<file path="src/rtl/fetch_prefetch_unit.sv">
// Fetch stage: owns the fetch PC, drives a 1-cycle-latency instruction ROM and
// buffers returned instructions in a small queue that feeds decode via valid/ready.
module fetch_prefetch_unit #(
   parameter int INST_W = 26,
   parameter int PC_W = 32,
   parameter int DEPTH = 4,
   parameter logic [PC_W-1:0] RESET_PC = '0
) (
   input  logic                     clk,
   input  logic                     rst,
   input  logic                     fetch_en,
   output logic [PC_W-1:0]          rom_addr,
   input  logic [INST_W-1:0]        rom_q,
   input  logic                     redirect,
   input  logic [PC_W-1:0]          redirect_pc,
   output logic                     out_valid,
   input  logic                     out_ready,
   output logic [INST_W-1:0]        out_inst,
   output logic [PC_W-1:0]          out_pc,
   output logic [$clog2(DEPTH):0]   q_count
);

   localparam int AW = $clog2(DEPTH);
   localparam int CW = AW + 1;

   logic [PC_W-1:0]   r_fetchPc;
   logic              r_inflight;
   logic [PC_W-1:0]   r_inflightPc;
   logic [AW-1:0]     r_rdPtr;
   logic [AW-1:0]     r_wrPtr;
   logic [CW-1:0]     r_count;
   logic [INST_W-1:0] r_qInst [DEPTH];
   logic [PC_W-1:0]   r_qPc   [DEPTH];

   logic              w_credit;
   logic              w_issue;
   logic              w_push;
   logic              w_pop;

   // An in-flight request already owns a slot, so the credit check counts it;
   // same-cycle pops are ignored to keep the check a short path.
   assign w_credit = (({1'b0, r_count} + (CW+1)'(r_inflight)) < (CW+1)'(DEPTH));
   assign w_issue  = fetch_en & ~redirect & w_credit;
   assign w_push   = r_inflight & ~redirect;
   assign w_pop    = out_valid & out_ready & ~redirect;

   assign rom_addr  = r_fetchPc;
   assign out_valid = (r_count != '0);
   assign out_inst  = r_qInst[r_rdPtr];
   assign out_pc    = r_qPc[r_rdPtr];
   assign q_count   = r_count;

   always_ff @(posedge clk or posedge rst) begin
      if (rst) begin
         r_fetchPc    <= RESET_PC;
         r_inflight   <= 1'b0;
         r_inflightPc <= '0;
      end else if (redirect) begin
         r_fetchPc    <= redirect_pc;
         r_inflight   <= 1'b0;
      end else if (w_issue) begin
         r_fetchPc    <= r_fetchPc + PC_W'(1);
         r_inflight   <= 1'b1;
         r_inflightPc <= r_fetchPc;
      end else begin
         r_inflight   <= 1'b0;
      end
   end

   // Redirect flushes by zeroing occupancy and pointers; stale entries are
   // never exposed because out_valid follows the count.
   always_ff @(posedge clk or posedge rst) begin
      if (rst) begin
         r_rdPtr <= '0;
         r_wrPtr <= '0;
         r_count <= '0;
      end else if (redirect) begin
         r_rdPtr <= '0;
         r_wrPtr <= '0;
         r_count <= '0;
      end else begin
         if (w_push) r_wrPtr <= r_wrPtr + AW'(1);
         if (w_pop)  r_rdPtr <= r_rdPtr + AW'(1);
         case ({w_push, w_pop})
            2'b10:   r_count <= r_count + CW'(1);
            2'b01:   r_count <= r_count - CW'(1);
            default: r_count <= r_count;
         endcase
      end
   end

   always_ff @(posedge clk or posedge rst) begin
      if (rst) begin
         for (int i = 0; i < DEPTH; i++) begin
            r_qInst[i] <= '0;
            r_qPc[i]   <= '0;
         end
      end else if (w_push) begin
         r_qInst[r_wrPtr] <= rom_q;
         r_qPc[r_wrPtr]   <= r_inflightPc;
      end
   end

endmodule

</file>
<file path="config.mk">
export PLATFORM = sky130hd
export DESIGN_NAME = fetch_prefetch_unit
export DESIGN_NICKNAME = d
export VERILOG_FILES = /design/src/rtl/fetch_prefetch_unit.sv
export SDC_FILE = /design/constraint.sdc
export NUM_CORES = 1
export LEC_CHECK = 0
export CAP_MARGIN = 20
export CELL_PAD_IN_SITES_DETAIL_PLACEMENT = 0
export CELL_PAD_IN_SITES_GLOBAL_PLACEMENT = 2
export CORE_ASPECT_RATIO = 1.4
export CORE_MARGIN = 10
export CORE_UTILIZATION = 37
export CTS_BUF_LIST = sky130_fd_sc_hd__clkbuf_4 sky130_fd_sc_hd__clkbuf_8
export DETAILED_ROUTE_END_ITERATION = 8
export PLACE_DENSITY = 0.87
export SETUP_SLACK_MARGIN = 0.4
export SLEW_MARGIN = 10
export SYNTH_ARGS = -nofsm -noshare
export SYNTH_HDL_FRONTEND = slang
export SYNTH_SLANG_ARGS = --single-unit
</file>
<file path="constraint.sdc">
create_clock -name clk -period 10.6 [get_ports clk]
set_input_delay 1.59 -clock clk [delete_from_list [all_inputs] [get_ports clk]]
set_output_delay 1.59 -clock clk [all_outputs]
set_load 0.02 [all_outputs]
</file>
==> metrics.txt <==
core footprint=36000 um^2; number of buffers inserted for hold repair after clock tree synthesis=0; flip-flop and latch count after synthesis=304; most area-consuming cells after synthesis=dfrtp_1 56%, mux2_2 19%, mux4_2 9.6%, nand2_1 3.8%, buf_2 0.78%; unrepaired setup endpoints after global routing=false; Detail Route Antenna Nets=0; HPWL Detailed=20500 um; H-tree levels=2; number of buffers added on ports=156; post-synth design cell area=13600 um^2; # DRC=0; startpoint types=register; Die Wd=182 um; total negative setup slack=0 ns; Die Height=246 um; average vias per placed instance=5.25; total congestion overflow after global routing=0; detailed route wirelength on metal2=16300 um; clock latency on the worst-skew pair=0.58 ns; number of antenna violations at the first check in global routing=1; clock transition at the register clock pins on the worst setup and hold paths after CTS=0.06 ns; setup skew after layout=0.0175 ns; maximum frequency from static timing analysis=209 MHz; sum of buffers and inverters on the critical path=2; number of clock buffers inserted by TritonCTS=49; count of unique library cells instantiated by Yosys=53; Final Max Slew Viols=0; Clock Sinks=304; leading cell type in the layout, fill and taps excluded=dfrtp_1; number of nets at the end of the flow=1198; max-slew headroom at the worst pin=32.5%; Synth warnings=0; maximum number of pins on one net before global-route repair=84; final-report hold violation count=0; Layout Area Growth over Synthesis=23.2%; capturing element type of the critical path=primary output; FF-to-FF Start=r_inflight; vias in the first global route=9142; biggest cell delay along the critical path=0.92 ns; Top Family by Delay on Critical Path=buffers and inverters; number of iterations in the first detailed-routing pass=4; Synth top area share=56.1%; length of routed wiring on met1=13900 um; aggregate routed wire length=32600 um; Syn Inst Count=970; fraction of final layout cells sized beyond drive strength 1=35.2%; Hold Path Class=reg -> reg; root cell of the clock tree=clkbuf_8; number of top-level pins=157; number of inserted filler cells in the final layout=3186; global-route wire length before repair=52600 um; commonest cells after routing, fill and taps aside=302 x dfrtp_1, 232 x mux2_2, 155 x clkdlybuf4s50_1; fraction of the yosys area taken by sequential cells=56.1%; initial core utilization=37.6%; final number of setup-violating endpoints=0; worst setup slack after layout=5.81 ns; leakage power figure=0.00757 uW; Power Dens Cells=262 nW/um^2; time the final worst path needs with I/O delays and setup=4.79 ns; count of buffers added by post-CTS timing repair for setup=0; syn_nets=1039; clock tree from TritonCTS=built; via count=8551; final worst-path cycle share=45.2%; worst path arrival time=3.20 ns; number of standard cells in the layout, taps in and fillers out=1628; pin slew with the least headroom to its limit=1.01 ns; startpoint of the most critical hold path=r_qInst[9]; final weighted congestion in routability-driven placement=0.755; largest area contributor in the netlist=dfrtp_1; slowest stage cell, crit path=dfrtp_4; overall routing resource usage=14.4%; critical path cell sequence=buf_4 -> mux4_2 -> clkdlybuf4s50_1; Maximum Capacitance Violations=0; post-CTS resize count=0; CTS Buffer Depth=3; kind of critical path=reg -> out; placed insts=1537; DR WL met3=1750 um; count of routing violations after the opening detailed-route iteration=390; Req. time, crit path=9.01 ns; Top Metal Used=met4; Crit Path Max Fanout=38; DP Worst Slack=5.92 ns; die area=44800 um^2; Mapped Avg Cell Area=14.0 um^2; routed wire length per instance=20.0 um; std cell rows=82; worst setup path startpoint=r_rdPtr[0]; Final Power=4370 uW; status=complete, no violations; Max rail drop VDD=0.174 mV
## kinds of logic after synthesis
family                   count (synthesis)  synth area share (%)
AO/OA/AOI/OAI                           58                  3.00
adder cells (fa/ha/maj)                  6                 0.609
AND/OR/NAND/NOR                        238                  8.59
multiplexers                           293                  29.1
buffers and inverters                   64                  2.08
flip-flops                             304                  56.1
XOR/XNOR                                 7                 0.452
## Yosys cell counts, drive strengths merged
library cell	instances
nor4	2
a41oi	1
o211ai	9
nand3b	4
o31ai	1
o21ai	19
nand4b	1
a21oi	5
xnor2	3
mux4	58
nand2b	3
a21o	2
clkbuf	28
buf	31
nand2	136
inv	5
a22oi	2
nor3	9
o41ai	1
nor3b	2
nand4	13
nor2b	9
nand3	22
or4	2
a31oi	3
mux2i	3
and4	1
mux2	232
ha	5
a32oi	1
o311ai	7
and2	2
xor2	4
dfrtp	304
and3	4
fa	1
nor2	18
a221o	7
or3	8
or2	2
## routing by layer
layer  global-route usage [%]  up-vias
li1                         -     3859
met1                     18.3     4445
met2                     24.1      202
met3                     3.30       45
met4                     4.32        0
met5                        0        -
## flip-flops by register name (all words and copies together) (netlist names)
signal        flops
r_qPc           128
r_qInst         104
r_inflightPc     32
rom_addr         32
q_count           3
r_rdPtr           2
r_wrPtr           2
r_inflight        1
## worst paths after layout
check,endpoint,slack (ns),cells past startpoint
worst max-delay path,out_pc[2],5.81,3
worst min-delay path,r_qInst[9],0.50,1
worst max register to register,rom_addr[28],7.93,8
worst min register to register,r_qInst[9],0.50,1
max in group asynchronous,r_qPc[115],7.69,5
min in group asynchronous,r_qInst[46],1.51,2
## final cells by class
type                       instances  area, um^2  area share (%)
sequential                       304        7610            45.6
multi-input combinational        602        5700            34.1
timing repair buffer             167        1680            10.1
clock buffer                      77         960            5.75
tap                              462         578            3.46
clock inverter                    10         134           0.802
inverter                           5        26.3           0.157
antenna                            1        2.50          0.0150
## stage by stage
| step | utilization [%] | hold WS, ns | instance area, um^2 |
|---|---|---|---|
| floorplan | - | 0.474 | 13600 |
| global placement | 43.1 | 0.482 | 15500 |
| detailed placement | 43.1 | 0.488 | 15500 |
| CTS | 46.2 | 0.500 | 16600 |
| global route | 46.4 | 0.510 | 16700 |
| finish | 46.4 | 0.497 | 16700 |
## where the power goes
part	leakage [uW]	switching (uW)	internal (uW)	total (uW)
Clock	0.000575	458	648	1110
Sequential	0.00397	296	1500	1790
Combinational	0.00303	644	824	1470
Note: power is estimated with default switching activity, not from simulation.
==> edit, RTL diff (same settings) <==
The parameter `INST_W` goes from 26 to 52.
--- a/src/rtl/fetch_prefetch_unit.sv
+++ b/src/rtl/fetch_prefetch_unit.sv
@@ -1,7 +1,7 @@
 // Fetch stage: owns the fetch PC, drives a 1-cycle-latency instruction ROM and
 // buffers returned instructions in a small queue that feeds decode via valid/ready.
 module fetch_prefetch_unit #(
-   parameter int INST_W = 26,
+   parameter int INST_W = 52,
    parameter int PC_W = 32,
    parameter int DEPTH = 4,
    parameter logic [PC_W-1:0] RESET_PC = '0
Interface: changed (resized out_inst and rom_q); port bits go from 157 to 209. No check against the original RTL was run, so the function may have changed too.
==> edit against the original RTL <==
  * Cell area grew 32%
  * Total power is 30% higher
  * Sequential cell count is 104 higher
  * Combinational power is 27% higher
  * Routed wire length up 32%
  * Via count up 22%
  * Sequential power is 32% higher
  * Register-to-register slack worse by 220 ps
  * Area after synthesis increased by 32%
  * Worst setup slack worse by 110 ps
==> edit: results (changes against the original RTL) <==
[clock_tree]
cts-resized-gates=0  ; unchanged
clock-root-buffer=sky130_fd_sc_hd__clkbuf_8
cts_setup_buffers=0  ; unchanged
clkTransAtPathRegs_ps=60  ; about the same
maximum_number_of_buffers_from_clock_root_to_sink=3  ; unchanged
clock_buffers_created_by_tritoncts=69  ; +41%
clk_latency_ps=600  ; +20 ps
h-tree-depth=3  ; +1

[min_path]
min_from=r_qInst[76]
holdCritPathClass=flop to flop
worst_hold_path.endpoint=r_qInst[76]
min_delay_path_depth=1  ; unchanged

[place]
postPlaceCellArea_sq_um=20500  ; +32%
gp_congestion=0.743  ; -1.6%
dp_worst_setup_slack_ps=5690  ; -231 ps
detailedPlacementHpwl_mm=27.1  ; +32%
port_buffers=208  ; +33%
placed_cells_incl_taps=1917  ; +25%

[logic_synthesis]
syn-mean-instance-area_sq_um=15.6  ; +12%
synthTopCellsByCount=408 x sky130_fd_sc_hd__dfrtp_1, 366 x sky130_fd_sc_hd__mux2_2, 84 x sky130_fd_sc_hd__mux4_2
post_synth_main_area_contributors=sky130_fd_sc_hd__dfrtp_1 57%, sky130_fd_sc_hd__mux2_2 23%, sky130_fd_sc_hd__mux4_2 11%
synth_top_flop_cell=sky130_fd_sc_hd__dfrtp_1
sequential_area_share_after_synthesis=0.573  ; +0.0113
mappedNetlistNets=1235  ; +19%
synth_async_sr_flop_share=1.00  ; unchanged
netlist-cell-type-count=36  ; -32%

[worst_setup_path]
kind_of_cell_adding_the_most_delay_to_the_critical_path=buffers and inverters
worst_ep_arrival_time_ps=3320  ; +120 ps
cpPeakStageDelay_ps=780  ; -140 ps
r2r_end=r_qPc[112]
critPathLaunch=r_rdPtr[0]
crit_path_top_delay_cell=sky130_fd_sc_hd__buf_4
worst-r2r-cell-count=4  ; -4
r2r_setup_slack_ps=7710  ; -220 ps
worst_setup_path_endpoint=out_pc[12]
r2r-start=r_inflight
crit_fanout=40  ; +5.3%

[final_layout]
final_net_count=1454  ; +21%
post_layout_nonfiller_instances=2039  ; +25%
largest_registers=r_qInst (208), r_qPc (128)
post_route_cells_drive_above_1_share=0.427  ; +0.0749

[power_and_ir_drop]
worst_ir_drop_on_vdd_mv=0.142  ; -18%
internal_power_uw=3920  ; +32%
power.static_leakage_uw=0.00977  ; +29%

[timing]
finalClockSkew_ps=26.0  ; +8.58 ps
timing_worst_slew_pin_value_ps=1120  ; +112 ps
hold-worst-slack_ps=497  ; -0.0950 ps

[route]
drt_pass1_iterations=4  ; unchanged
drt_iter0_markers=436  ; +12%
vias_per_cell=5.11  ; -2.7%
route.final.wire_length_mm=43.0  ; +32%

[grt]
grtUsageTotal=0.151  ; +0.00700
first_pass_grt_wire_length_mm=68.3  ; +30%
number_of_global_route_vias_before_repair=11700  ; +28%
pin_count_of_the_biggest_net_entering_global_routing=177  ; +110%
antenna_violations_before_repair=1  ; unchanged

[status]
status=complete, no violations

==> edit: cell count changes after synthesis, moves of 14 or more <==
cell / delta
sky130_fd_sc_hd__dfrtp_1: +104
sky130_fd_sc_hd__clkbuf_1: +27
sky130_fd_sc_hd__mux2_2: +134
sky130_fd_sc_hd__xnor2_1: +20
sky130_fd_sc_hd__buf_2: -14
sky130_fd_sc_hd__nand2_1: -89
sky130_fd_sc_hd__mux4_2: +26
==> edit: metal layers <==
metal	vias to the layer above	GRT usage	share of wire
met4	0	0.0493	0.020
met1	5493	0.177	0.41
met2	228	0.264	0.52
met3	72	0.0386	0.056
li1	4625	-	-
met5	-	0	0
==> edit: power groups by stage <==
stage                     logic (uW)  registers, uW  clock network [uW]
final                           1870           2370                1440
after global routing            2000           2440                1560
after CTS                       1890           2390                1500
after detailed placement        1880           2410                   0
after global placement          1850           2380                   0
after floorplan                 1200           2280                   0
==> edit: cells by family (layout without fill, tap and decap cells) <==
group                      count (synthesis)  in the layout  share of synthesized area
muxes                                    455            455                      0.340
DFF                                      408            408                      0.573
and+or+nand+nor                          119            119                     0.0368
buffers and inverters                     83            351                     0.0188
AOI/OAI and AO/OA                         35             35                     0.0102
xor gates and xnor gates                  34             34                     0.0167
adders and majority gates                  6              6                    0.00463
other                                      0              1                          0
==> edit: cell type report <==
cell class,count,area [sq um]
fill,4276,25900
sequential,408,10200
multi-input combinational,649,7310
timing repair buffer,220,2210
clock buffer,101,1280
tap,630,788
clock inverter,19,136
inverter,11,45.0
antenna,1,2.50
